**src/rtl/miracle_host.sv**
```systemverilog
// rtl/miracle_host.sv - host side of the Miracle piano joypad-port serial link
//
// Bit-bangs bytes to / polls bytes from the piano over the joypad port.
// All port line changes and all state counters are paced by clk_cpu ticks.
//
// Ports:
//   clk, reset          system clock, synchronous active-high reset
//   clk_cpu             one-clk enable pulse, one pulse = one cpu tick
//   tx_valid/tx_data    byte offered for transmission (taken when tx_ready=1)
//   tx_ready            idle with no byte held
//   poll_en             allows automatic read polling
//   rx_valid/rx_data    one-clk pulse with a received byte
//   busy                a transaction is in progress
//   strobe              port strobe line (also carries write data)
//   joypad_clock        port clock line
//   joypad_i            port serial data line (carries complemented data)
module miracle_host #(
  parameter int READ_STB  = 12,
  parameter int WRITE_STB = 70,
  parameter int GAP       = 2
) (
  input  logic       clk,
  input  logic       reset,
  input  logic       clk_cpu,
  input  logic       tx_valid,
  input  logic [7:0] tx_data,
  output logic       tx_ready,
  input  logic       poll_en,
  output logic       rx_valid,
  output logic [7:0] rx_data,
  output logic       busy,
  output logic       strobe,
  output logic       joypad_clock,
  input  logic       joypad_i
);

  typedef enum logic [2:0] {
    IDLE, RSTB, RGAP, RBIT, WSTB, WGAP, WBIT, WEND
  } state_t;

  localparam logic [7:0] READ_LAST  = 8'(READ_STB - 1);
  localparam logic [7:0] WRITE_LAST = 8'(WRITE_STB - 1);
  localparam logic [7:0] GAP_LAST   = 8'(GAP - 1);
  localparam logic [7:0] GAP_C      = 8'(GAP);

  // Read bit phase 3 is the single tick that samples the valid flag.
  localparam logic [1:0] PH_FLAG = 2'd3;

  state_t     state, state_n;
  logic [7:0] cnt, cnt_n;
  logic [2:0] bit_idx, bit_n;
  logic [1:0] phase, phase_n;
  logic       held, held_n;
  logic [7:0] tx_byte, byte_n;
  logic [7:0] rx_shift, shift_n;
  logic       stb_n, jclk_n, rxv_n;
  logic [7:0] rxd_n;
  logic       take;

  assign tx_ready = (state == IDLE) && !held;
  assign busy     = (state != IDLE);
  assign take     = tx_ready && tx_valid;

  always_ff @(posedge clk) begin
    if (reset) begin
      state        <= IDLE;
      cnt          <= 8'd0;
      bit_idx      <= 3'd0;
      phase        <= 2'd0;
      held         <= 1'b0;
      tx_byte      <= 8'd0;
      rx_shift     <= 8'd0;
      strobe       <= 1'b0;
      joypad_clock <= 1'b0;
      rx_valid     <= 1'b0;
      rx_data      <= 8'd0;
    end else begin
      state        <= state_n;
      cnt          <= cnt_n;
      bit_idx      <= bit_n;
      phase        <= phase_n;
      held         <= held_n;
      tx_byte      <= byte_n;
      rx_shift     <= shift_n;
      strobe       <= stb_n;
      joypad_clock <= jclk_n;
      rx_valid     <= rxv_n;
      rx_data      <= rxd_n;
    end
  end

  always_comb begin
    state_n = state;
    cnt_n   = cnt;
    bit_n   = bit_idx;
    phase_n = phase;
    held_n  = held;
    byte_n  = tx_byte;
    shift_n = rx_shift;
    stb_n   = strobe;
    jclk_n  = joypad_clock;
    rxv_n   = 1'b0;
    rxd_n   = rx_data;

    if (take) begin
      held_n = 1'b1;
      byte_n = tx_data;
    end

    if (clk_cpu) begin
      case (state)
        IDLE: begin
          // cnt counts quiet ticks since reset; returns from a transaction
          // preload it so polling continues without extra delay.
          if (cnt < GAP_C) begin
            cnt_n = cnt + 8'd1;
          end else if (held_n) begin
            // A byte taken on this very edge still wins over polling.
            state_n = WSTB;
            stb_n   = 1'b1;
            cnt_n   = 8'd0;
          end else if (poll_en) begin
            state_n = RSTB;
            stb_n   = 1'b1;
            cnt_n   = 8'd0;
          end
        end

        RSTB: begin
          if (cnt == READ_LAST) begin
            state_n = RGAP;
            stb_n   = 1'b0;
            cnt_n   = 8'd0;
          end else begin
            cnt_n = cnt + 8'd1;
          end
        end

        RGAP: begin
          if (cnt == GAP_LAST) begin
            state_n = RBIT;
            phase_n = PH_FLAG;
            cnt_n   = 8'd0;
          end else begin
            cnt_n = cnt + 8'd1;
          end
        end

        RBIT: begin
          case (phase)
            PH_FLAG: begin
              if (joypad_i) begin
                phase_n = 2'd0;
                bit_n   = 3'd7;
                jclk_n  = 1'b1;
              end else begin
                state_n = IDLE;
                cnt_n   = GAP_C;
              end
            end
            2'd0: begin
              jclk_n  = 1'b0;
              phase_n = 2'd1;
            end
            2'd1: phase_n = 2'd2;
            default: begin
              shift_n = {rx_shift[6:0], joypad_i};
              if (bit_idx == 3'd0) begin
                // Wire data is inverted; undo it on delivery.
                state_n = IDLE;
                cnt_n   = GAP_C;
                rxv_n   = 1'b1;
                rxd_n   = ~{rx_shift[6:0], joypad_i};
              end else begin
                bit_n   = bit_idx - 3'd1;
                phase_n = 2'd0;
                jclk_n  = 1'b1;
              end
            end
          endcase
        end

        WSTB: begin
          if (cnt == WRITE_LAST) begin
            state_n = WGAP;
            stb_n   = 1'b0;
            cnt_n   = 8'd0;
          end else begin
            cnt_n = cnt + 8'd1;
          end
        end

        WGAP: begin
          if (cnt == GAP_LAST) begin
            state_n = WBIT;
            phase_n = 2'd0;
            bit_n   = 3'd7;
            stb_n   = tx_byte[7];
            cnt_n   = 8'd0;
          end else begin
            cnt_n = cnt + 8'd1;
          end
        end

        WBIT: begin
          case (phase)
            2'd0: begin
              jclk_n  = 1'b1;
              phase_n = 2'd1;
            end
            2'd1: begin
              jclk_n  = 1'b0;
              phase_n = 2'd2;
            end
            default: begin
              if (bit_idx == 3'd0) begin
                state_n = WEND;
                stb_n   = 1'b0;
                cnt_n   = 8'd0;
              end else begin
                bit_n   = bit_idx - 3'd1;
                phase_n = 2'd0;
                stb_n   = tx_byte[bit_idx - 3'd1];
              end
            end
          endcase
        end

        WEND: begin
          if (cnt == GAP_LAST) begin
            state_n = IDLE;
            held_n  = 1'b0;
            cnt_n   = GAP_C;
          end else begin
            cnt_n = cnt + 8'd1;
          end
        end

        default: state_n = IDLE;
      endcase
    end
  end

endmodule

```
**config.mk**
```make
export PLATFORM = sky130hd
export DESIGN_NAME = miracle_host
export DESIGN_NICKNAME = d
export VERILOG_FILES = /design/src/rtl/miracle_host.sv
export SDC_FILE = /design/constraint.sdc
export NUM_CORES = 1
export LEC_CHECK = 0
export CORE_UTILIZATION = 36
export CTS_BUF_LIST = sky130_fd_sc_hd__clkbuf_8
export CTS_CLUSTER_DIAMETER = 100
export DETAILED_ROUTE_END_ITERATION = 8
export GPL_TIMING_DRIVEN = 1
export PLACE_DENSITY = 0.66
export SYNTH_ARGS = -nofsm -noshare
export SYNTH_HDL_FRONTEND = slang
export SYNTH_SLANG_ARGS = --single-unit
```
**constraint.sdc**
```tcl
create_clock -name clk -period 2.9 [get_ports clk]
set_clock_uncertainty 0.15 [all_clocks]
set_input_delay 0.87 -clock clk [delete_from_list [all_inputs] [get_ports clk]]
set_output_delay 0.87 -clock clk [all_outputs]
set_load 0.02 [all_outputs]
```
==> metrics.md <==
| Metric | Value |
|---|---|
| Max-slew violations | `0` |
| WHS Endpoint | `tx_byte[2]` |
| Starting DRT DRC Count | `146` |
| # DRC | `0` |
| CTS Hold Bufs | `0` |
| Total gr overflow | `0` |
| Slew headroom | `0.7038` |
| HP Class | `reg2reg` |
| Met2 Use GR | `0.2648` |
| Filler cell count | `653` |
| Synthesized Nets | `between 300 and 400` |
| P_leak | `1.120 nW` |
| Htree depth | `2` |
| M1 GR Usage | `0.2312` |
| Area contributors post-synth | `dfxtp_1 37%, nor2_1 7.1%, a21oi_1 6.0%` |
| CTS tree | `done` |
| Die area | `just under 7000 µm²` |
| Fmax | `367.4 MHz` |
| Ys Warns | `0` |
| GR Layer Usage met3 | `0.05055` |
| Sink Count | `43` |
| Final WL | `5476 µm` |
| Pin count of the biggest net entering global routing | `21` |
| Hold path cells | `2` |
| Synth unique cells | `52` |
| DP HPWL | `3923 µm` |
| Crit-path max FO | `3` |
| Minimum clock period | `between 2 and 3 ns` |
| Max Cap Violations | `0` |
| Vias per cell | `5.490` |
| Fraction of layout instances using a drive strength above 1 | `0.09718` |
| Reg-to-Reg End | `state[0]` |
| Placed Area | `about 2700 µm²` |
| Reg2reg path depth | `7` |
| Post-route antenna net violation count | `0` |
| Post-synth EDFFs | `0` |
| Fin. Hold Viols | `0` |
| Layout Nets | `341` |
| Peak VDD IR | `0.0002688 V` |
| RSZ-0062 raised after global routing | `no` |
| Row count | `29` |
| Power Density | `just over 500 nW/µm²` |
| ANT cells | `0` |
| GPL Wtd Cong | `0.8602` |
| TritonCTS Buffers | `5` |
| Post-synth ARST share | `0` |
| Die H | `82.64 µm` |
| Slew @ Worst Pin | `between 0.4 and 0.5 ns` |
| Worst-path clk slew | `0.09 ns` |
| Status | `completed` |
| Vias in the first global route | `1925` |
| Post-Syn Area per Cell | `8.128 µm²` |
| Clock tree root buffer cell | `clkbuf_8` |
| Top cells by count, synth | `44 x nor2_1, 43 x dfxtp_1, 28 x a21oi_1` |
| Post-synth top area share | `0.3677` |
| First-pass detailed-route iteration total | `4` |
| Clk Latency, worst-skew pair | `~0.31 ns` |
| Post-CTS sizing | `0` |
| P&R area growth vs syn | `22.77%` |
| Setup TNS | `0 ns` |
| Post-synthesis cell area | `2341 µm²` |
| Num ports | `27` |
| Critical Path RT | `1.88 ns` |
| GR peak layer | `met2` |
| Crit Path Category | `reg2out` |
| R2R setup slack | `0.39 ns` |
| Core area | `6314 µm²` |
| Clk buf depth | `2` |
| Initial Util | `0.3708` |
| Sequential share of the synthesized area | `0.3677` |
| Multi-input logic area | `roughly 1400 µm²` |
| Setup violators final | `0` |
| Via count | `2174` |
| Initial antenna violation count | `0` |
| Ys flop type | `dfxtp_1` |
| Chip width | `82.64 µm` |
| Post-route cell area | `2874 µm²` |
| CP arrival | `1.70 ns` |
| Total global routing track utilization | `0.1723` |
| Post-CTS Setup Inserts | `0` |
| RR Startpoint | `cnt[0]` |
| Crit path capture type | `output port` |
| Startpoint Class | `flip-flop` |
| Post-DR wirelength/cell | `13.83 µm` |
| Final worst-path cycle share | `0.9387` |
| IO Port Bufs | `26` |
| Number of synthesized register bits | `43` |
| Yosys top cell by area | `dfxtp_1` |
| First-pass GRT wire length | `just under 9000 µm` |
| Min-delay src | `tx_byte[2]` |
| Cells after Synth | `288` |
| Cell with the most instances after synthesis | `nor2_1` |
| Register Area | `approximately 860 µm²` |
-- cell type report --
cell class	instances	area share
clock buffer	5	0.02394
clock inverter	3	0.02481
inverter	9	0.01175
multi-input combinational	221	0.4845
sequential	43	0.2995
tap	77	0.03352
timing repair buffer	38	0.1219
-- report_power, final --
group,internal (mW),switching (mW)
registers,0.611,0.0171
clock network,0.350,0.236
logic,0.107,0.137
total,1.07,0.390
-- how the worst max path moves through the flow --
| stage | start | endpoint | cells past startpoint |
|---|---|---|---|
| finish | state[0] | tx_ready | 2 |
| floorplan | state[2] | tx_ready | 3 |
| detailed placement | joypad_i | bit_idx[1] | 7 |
| CTS | state[2] | busy | 4 |
| global placement | clk_cpu | state[0] | 6 |
| global route | state[2] | busy | 4 |
-- sequential cells by signal, indices dropped and copies added (netlist names) --
signal / count
state: 3
bit_idx: 3
rx_data: 8
held: 1
joypad_clock: 1
tx_byte: 8
phase: 2
rx_valid: 1
cnt: 8
strobe: 1
rx_shift: 7
-- per-layer routing --
metal / up-vias / wire [µm]
met5: - / 0
met4: 0 / 56
met3: 8 / 223
met2: 46 / 2441
met1: 1023 / 2754
li1: 1097 / -
-- through the flow --
stage	hold slack [ns]	cells	utilization	setup slack, ns	power (mW)
3_5_place_dp	0.2989	388	0.4330	0.1113	0.8810
2_1_floorplan	0.2831	288	-	0.5159	0.7937
3_3_place_gp	0.2954	388	0.4330	0.1589	0.8800
4_1_cts	0.3107	396	0.4552	0.1851	1.467
5_1_grt	0.3246	396	0.4552	0.07301	1.522
6_report	0.3082	396	0.4552	0.1779	1.458
-- critical path, cell delays in order (launching register included) --
cell and delay (ns):
dfxtp_1 0.35, nor4_2 0.36, clkdlybuf4s50_1 0.68
-- placed cells by master, fill, tap and decap left out, drive strengths merged, types with 2 or more instances in the layout --
cell type / count
a211oi: 6
a21oi: 28
a311oi: 2
and3: 3
and4b: 2
buf: 12
bufinv: 2
clkbuf: 5
clkdlybuf4s50: 26
dfxtp: 43
ha: 9
inv: 10
mux2i: 9
mux4: 2
nand2: 23
nand2b: 4
nand3: 11
nand4: 7
nor2: 44
nor2b: 5
nor3: 6
nor3b: 2
nor4: 7
o211ai: 4
o21a: 2
o21ai: 13
or3: 2
or4: 3
xnor2: 2
xor2: 7
-- logic make-up after synthesis --
group                      count (synthesis)  share of synthesized area
buffers and inverters                     24                    0.04008
muxes                                     11                    0.05772
and+or+nand+nor                          124                     0.2672
xor gates and xnor gates                   9                    0.03367
AOI/OAI and AO/OA                         68                     0.1855
DFF                                       43                     0.3677
adders and majority gates                  9                    0.04810
Note: power is estimated with default switching activity, not from simulation.
